===== src/rtl/seg_serial_shifter_pkg.sv =====
// Shared display definitions for the 74HC595 serial driver: FSM states,
// default frame width and divider range helpers.
package seg_serial_shifter_pkg;

  typedef enum logic [2:0] {
    ST_IDLE,
    ST_SHIFT_LO,
    ST_SHIFT_HI,
    ST_LATCH,
    ST_DONE
  } seg_state_t;

  localparam int SEG_FRAME_W = 64;
  localparam int SEG_DIV_MIN = 1;

  // Out-of-range dividers collapse to the fastest legal setting.
  function automatic int seg_div_clamp(input int div);
    return (div < SEG_DIV_MIN) ? SEG_DIV_MIN : div;
  endfunction

  // A DIV of 1 still needs a one-bit counter to exist.
  function automatic int seg_div_cnt_w(input int div);
    return (div <= 2) ? 1 : $clog2(div);
  endfunction

endpackage


===== src/rtl/seg_shift_tick.sv =====
// DIV-cycle down-counter; tick marks the last cycle of each phase and the
// counter reloads itself, so a phase lasts exactly DIV cycles.
module seg_shift_tick #(
  parameter int DIV = 2
) (
  input  logic clk,
  input  logic rst,
  input  logic restart,
  output logic tick
);
  import seg_serial_shifter_pkg::*;

  localparam int DIV_C = seg_div_clamp(DIV);
  localparam int CW    = seg_div_cnt_w(DIV_C);
  localparam logic [CW-1:0] RELOAD = CW'(DIV_C - 1);

  logic [CW-1:0] cnt_reg;

  always_ff @(posedge clk) begin
    if (rst || restart || cnt_reg == '0) begin
      cnt_reg <= RELOAD;
    end else begin
      cnt_reg <= cnt_reg - 1'b1;
    end
  end

  assign tick = (cnt_reg == '0);

endmodule


===== src/rtl/seg_serial_shifter.sv =====
// Captures a segment image and shifts it MSB-first into a 74HC595 chain,
// then pulses the storage latch. All s_* outputs are registered.
module seg_serial_shifter
  import seg_serial_shifter_pkg::*;
#(
  parameter int WIDTH = SEG_FRAME_W,
  parameter int DIV   = 2
) (
  input  logic             clk,
  input  logic             rst,
  input  logic             start,
  input  logic [WIDTH-1:0] par_data,
  output logic             s_clk,
  output logic             s_data,
  output logic             s_latch,
  output logic             s_clr_n,
  output logic             busy,
  output logic             done
);

  localparam int BW = $clog2(WIDTH + 1);
  localparam logic [BW-1:0] LAST_BIT = BW'(WIDTH - 1);

  seg_state_t       state_reg;
  logic [WIDTH-1:0] shift_reg;
  logic [BW-1:0]    bit_cnt_reg;
  logic             tick;
  logic             restart;

  // Phase timer is held at reload outside the timed phases.
  assign restart = (state_reg == ST_IDLE) || (state_reg == ST_DONE);

  seg_shift_tick #(
    .DIV(DIV)
  ) u_tick (
    .clk    (clk),
    .rst    (rst),
    .restart(restart),
    .tick   (tick)
  );

  always_ff @(posedge clk) begin
    if (rst) begin
      state_reg   <= ST_IDLE;
      shift_reg   <= '0;
      bit_cnt_reg <= '0;
      s_clk       <= 1'b0;
      s_data      <= 1'b0;
      s_latch     <= 1'b0;
      s_clr_n     <= 1'b0;
      busy        <= 1'b0;
      done        <= 1'b0;
    end else begin
      // Pins follow the state one cycle later, which keeps s_data settled
      // a full phase before every s_clk rise.
      s_clr_n <= 1'b1;
      busy    <= (state_reg != ST_IDLE);
      s_clk   <= (state_reg == ST_SHIFT_HI);
      s_latch <= (state_reg == ST_LATCH);
      done    <= (state_reg == ST_DONE);
      s_data  <= ((state_reg == ST_SHIFT_LO) || (state_reg == ST_SHIFT_HI))
                 ? shift_reg[WIDTH-1] : 1'b0;

      case (state_reg)
        ST_IDLE: begin
          if (start) begin
            shift_reg   <= par_data;
            bit_cnt_reg <= '0;
            state_reg   <= ST_SHIFT_LO;
          end
        end
        ST_SHIFT_LO: begin
          if (tick) state_reg <= ST_SHIFT_HI;
        end
        ST_SHIFT_HI: begin
          if (tick) begin
            shift_reg   <= {shift_reg[WIDTH-2:0], 1'b0};
            bit_cnt_reg <= bit_cnt_reg + 1'b1;
            state_reg   <= (bit_cnt_reg == LAST_BIT) ? ST_LATCH : ST_SHIFT_LO;
          end
        end
        ST_LATCH: begin
          if (tick) state_reg <= ST_DONE;
        end
        ST_DONE: begin
          state_reg <= ST_IDLE;
        end
        default: begin
          state_reg <= ST_IDLE;
        end
      endcase
    end
  end

endmodule


===== config.mk =====
export PLATFORM = sky130hd
export DESIGN_NAME = seg_serial_shifter
export DESIGN_NICKNAME = d
export VERILOG_FILES = /design/src/rtl/seg_serial_shifter_pkg.sv /design/src/rtl/seg_shift_tick.sv /design/src/rtl/seg_serial_shifter.sv
export SDC_FILE = /design/constraint.sdc
export NUM_CORES = 1
export LEC_CHECK = 0
export CAP_MARGIN = 20
export CORE_MARGIN = 8
export CORE_UTILIZATION = 48
export DETAILED_ROUTE_END_ITERATION = 16
export PLACE_DENSITY = 0.76
export SETUP_SLACK_MARGIN = 0.5
export SLEW_MARGIN = 30
export SYNTH_ARGS = -nofsm -noshare
export SYNTH_HDL_FRONTEND = slang
export SYNTH_HIERARCHICAL = 1
export SYNTH_SLANG_ARGS = --single-unit

===== constraint.sdc =====
create_clock -name clk -period 2.45 [get_ports clk]
set_input_delay 0.3675 -clock clk [delete_from_list [all_inputs] [get_ports clk]]
set_output_delay 0.3675 -clock clk [all_outputs]
set_load 0.02 [all_outputs]

## Yosys cells after proc, flatten, opt, wreduce, memory -nomap -nowiden

Index checks and enable logic that the tools add are counted.
W data, S select, Z words.

| word-level totals | value |
|---|---|
| output and inout port bits | 6 |
| input port bits | 67 |
| bits in registers | 81 |
| word-level logic and storage cells | 46 |

| operators by class | value |
|---|---|
| reductions and logical operators | 10 |
| mux-type cells | 13 |
| bitwise gates (word level) | 2 |
| add/subtract/negate cells | 2 |
| equal/unequal tests | 9 |

Operators with widths:

| kind | count |
|---|---|
| $mux W64 | 2 |
| $pmux W64 S2 | 1 |
| $mux W7 | 2 |
| $pmux W7 S2 | 1 |
| $mux W3 | 4 |
| $pmux W3 S4 | 1 |
| $ne A2 B2 Y1 const B | 4 |
| $add A7 B1 Y7 const B | 1 |
| $eq A7 B6 Y1 const B | 1 |
| $eq A3 B2 Y1 const B | 2 |
| $logic_or A1 B1 Y1 | 4 |
| $reduce_and A4 Y1 | 1 |
| $eq A3 B1 Y1 const B | 1 |
| $eq A3 B3 Y1 const B | 1 |
| $logic_not A3 Y1 | 1 |
| $reduce_and A3 Y1 | 1 |
| $reduce_bool A3 Y1 | 1 |
| $mux W2 | 1 |
| $not A1 Y1 | 2 |
| $reduce_bool A2 Y1 | 1 |
| $reduce_or A2 Y1 | 1 |
| $mux W1 | 1 |
| $sub A1 B1 Y1 const B | 1 |

## Logic depth before layout (Yosys ltp)

| depth | value |
|---|---|
| depth in word-level cells | 4 |
| mapped depth | 7 |
| gate-level depth less buffers | 5 |

## Cells and area by module

Netlist, hierarchy kept.

Modules (own cells, without submodules):

| module | cells an instance | instances | sequential area each (um2) | area an instance (um2) |
|---|---|---|---|---|
| seg_serial_shifter | 431 | 1 | 1601.5 | 3300.7 |
| seg_shift_tick | 3 | 1 | 20.0 | 32.5 |

## Worst setup path before layout

Ideal clock, no wire load.

| timing path | value |
|---|---|
| path kind | register to register |
| start | reg state_reg[1] |
| end | reg shift_reg[10] |
| required time | 2.332 ns |
| cell stages (with the launch flop) | 7 |
| slack | 0.993 ns |
| clock period less this slack | 1.457 ns |
| buffers on the path | 2 |
| library setup time | 0.118 ns |
| data arrival time | 1.339 ns |
| cell sequence | dfxtp_1 > mux2_4 > and2_1 > buf_2 > buf_2 > o21ai_1 > a21oi_1 |

| between the ends | value |
|---|---|
| cells in the longest elaborated chain, start to end | 3 |
| elaborated cells between the ends (all ways) | 7 |
| classes of those cells | eq/ne (3); mux (1); reduce/logical (3) |

RTL lines:

| element | RTL line | source |
|---|---|---|
| start, declared | seg_serial_shifter.sv:24 | `seg_state_t state_reg;` |
| start signal, assigned | seg_serial_shifter.sv:79 | `state_reg <= (bit_cnt_reg == LAST_BIT) ? ST_LATCH : ST_SHIFT_LO;` |
| $eq A3 B2 Y1 or $logic_not A3 Y1 (tied branches) | seg_serial_shifter.sv:64 | `case (state_reg)` |
| $ne A2 B2 Y1 (no source line) or $reduce_bool A2 Y1 (tied branches) | -- |  |
| $reduce_and A3 Y1 (no source line) | -- |  |
| end signal, assigned | seg_serial_shifter.sv:67 | `shift_reg <= par_data;` |
| end signal, assigned | seg_serial_shifter.sv:77 | `shift_reg <= {shift_reg[WIDTH-2:0], 1'b0};` |
| end, declared | seg_serial_shifter.sv:25 | `logic [WIDTH-1:0] shift_reg;` |

Several ways; a longest one is shown, not always the timed one.
A chain may end at the register's enable or synchronous reset.

## Final worst setup path

| timing path | value |
|---|---|
| start | reg state_reg[0] |
| end | reg bit_cnt_reg[5] |

| between the ends | value |
|---|---|
| cells in the longest elaborated chain, start to end | 3 |
| elaborated cells between the ends (all ways) | 7 |
| classes of those cells | eq/ne (3); mux (1); reduce/logical (3) |

RTL lines:

| element | RTL line | source |
|---|---|---|
| $eq A3 B2 Y1 or $logic_not A3 Y1 (tied branches) | seg_serial_shifter.sv:64 |  |
| $ne A2 B2 Y1 (no source line) or $reduce_bool A2 Y1 (tied branches) | -- |  |
| $reduce_and A3 Y1 (no source line) | -- |  |
| end signal, assigned | seg_serial_shifter.sv:78 | `bit_cnt_reg <= bit_cnt_reg + 1'b1;` |
| end, declared | seg_serial_shifter.sv:26 | `logic [BW-1:0] bit_cnt_reg;` |

Several ways; a longest one is shown, not always the timed one.

==> flow_summary.toml <==
[outcome]
status = "finished, final reports clean"

[timing]
finalCriticalPeriod_ns = 1.79
slew_viol_final = 0
fin_ws_ns = 0.660
setup_violations = 0
rsz0062_at_grt = "no"
finalClockSkew_ns = 0.00900
fmax_mhz = 559
slew_headroom_pct = 68.8
setup-tns-final_ns = 0
hold_slack_ns = 0.486
final_hold_viol_count = 0
min_period_over_period_pct = 73.0
worst_pin_slew_ns = 0.467

[routing]
drt_wl_total_um = 8220
route.detailed.drc = 0
drt_iter0_markers = 191
vias_per_cell = 5.54
postRouteAntennaNets = 0
dr.pass1.iters = 5
routedWlPerCell_um = 14.4
vias = 3177

[synth]
synth-main-ff-cell = "dfxtp_1"
synth_seq_area_share_pct = 48.6
synth_cell_types = 33
synth_area_sq_um = 3330
synth-seq-cells = 81
synth.area.top_cells = "dfxtp_1, a21oi_1, o21ai_1, nand2_1, clkbuf_1"
yosysWarnings = 6
async_reset_ff_share_pct = 0
synth_adder_area_share_pct = 0.375
synth_top_family_by_area = "compound AO/OA/AOI/OAI gates"
synth-edff-count = 0
yosysMostFrequentCell = "a21oi_1"
synthesis.nets = 502
synth_commonest_cells = "a21oi_1, dfxtp_1, nand2_1"
yosysTopAreaCell = "dfxtp_1"
synth_top_cell_area_share_pct = 48.6
synth_mux_area_share_pct = 0.450
avgSynthCellArea_sq_um = 7.68
synthXorXnorAreaFrac_pct = 0.263
synth-simple-area-share_pct = 13.3
synthesis.instances = 434
synth_compound_area_share_pct = 31.6

[clock_tree]
clkSinkCount = 81
clockBufferDepth = 2
clockRootBuffer = "clkbuf_8"
clk_pin_slew_ns = 0.07
clk_latency_ns = 0.35
postCtsResizedCells = 0
cts_made_buffers = 9
postCtsSetupBuffers = 0
htree_levels = 3
hold_buffers = 0
cts_tree = "done"

[floorplan]
initial_utilization_pct = 49.3
dieWidth_um = 99.3
pin_count = 73
core-area_sq_um = 6760
die_area_sq_um = 9870
row_count = 30
die_y_um = 99.3

[placed_design]
hpwl_um = 5350
post-place-ws_ns = 0.349
io_buffers = 72
routabilityCongestion = 0.788

[global_routing]
grt_pass1_wl_um = 14000
grt_pass1_vias = 3062
track_usage_pct = 16.9
grt.overflow.total = 0
grt_max_degree = 66
antenna_found_initial = 0

[run]
maxCapViolations = 0

[critical_path]
start_kind = "register"
worstSetupEndpointType = "register"
critPathKind = "reg2reg"
required_ns = 2.72
path_max_fanout = 14
critPathArrivalTime_ns = 2.06

[cells_and_area]
syn2layout_area_growth_pct = 30.0
final_net_count = 556
largest_register_ff_count = 64
diodes = 0
drive_above_1_share_pct = 6.09

[hold_path]
hold_path.class = "reg2reg"

[power_and_ir_drop]
ir_drop_mv = 0.431
power.density_nw_per_um2 = 748
leakagePower_nw = 1.79
## area by class of cell
cell class              count  area [sq um]
inverters                   4          15.0
clock inverters             4          76.3
well taps                  80           100
fillers                   609          2420
repair buffers             82           833
multi-input cells         310          1540
clock buffers              12           145
flip-flops and latches     81          1620
## cells by family after synthesis
| group | Yosys count |
|---|---|
| mux | 1 |
| flops | 81 |
| xor+xnor | 1 |
| fa+ha+maj | 1 |
| simple gates | 103 |
| compound gates | 204 |
| buf+inv | 43 |
## per-layer routing
layer / vias to the layer above / GRT usage (%) / part of all wire, %
li1: 1635 / - / -
met1: 1458 / 21.0 / 46
met2: 72 / 27.9 / 48
met3: 12 / 3.35 / 4.7
met4: 0 / 6.98 / 1.4
met5: - / 0 / 0
## report_power, final
part	leakage, nW	switching, mW	total (mW)	internal (mW)
clock	0.107	0.460	1.06	0.604
combinational	1.01	0.350	0.633	0.283
sequential	0.668	0.0815	1.55	1.46
## metrics by stage
| step | power (mW) | area [sq um] | std cells | utilization [%] |
|---|---|---|---|---|
| finish | 3.24 | 4330 | 573 | 64.1 |
| global route | 3.41 | 4330 | 573 | 64.1 |
| floorplan | 1.97 | 3330 | 434 | - |
| detailed placement | 2.20 | 4110 | 557 | 60.9 |
| global placement | 2.19 | 4110 | 557 | 60.9 |
| CTS | 3.27 | 4330 | 573 | 64.1 |
## worst max-delay path, cell delays in order (launching register included)
cell	delay, ns
dfxtp_1	0.42
nor2_1	0.29
nand2_2	0.25
or4_1	0.54
a31oi_1	0.20
## placed cells by master, fill, tap and decap left out, drive strengths merged
cell           instances
a2111oi                2
a211oi                 1
a21oi                128
a221o                  1
a311oi                 1
a31oi                  5
a32oi                  1
and2                   1
and3                   4
and4                   1
buf                   10
bufinv                 2
clkbuf                12
clkdlybuf4s50         72
clkinv                 1
clkinvlp               1
dfxtp                 81
ha                     1
inv                    4
mux2                   1
nand2                 71
nand3                  5
nand4                  1
nand4bb                1
nor2                  11
nor2b                  1
nor3                   3
o21ai                 64
o31a                   1
or3                    1
or3b                   1
or4                    2
xor2                   1
## worst paths after layout
path | depth (start not counted) | slack [ns] | startpoint | to
setup / recovery | 4 | 0.66 | state_reg[0] | bit_cnt_reg[5]
hold / removal | 1 | 0.49 | u_tick/cnt_reg | u_tick/cnt_reg
setup reg to reg | 4 | 0.66 | state_reg[0] | bit_cnt_reg[5]
hold reg to reg | 1 | 0.49 | u_tick/cnt_reg | u_tick/cnt_reg
Power figures use the tool's default switching activity.
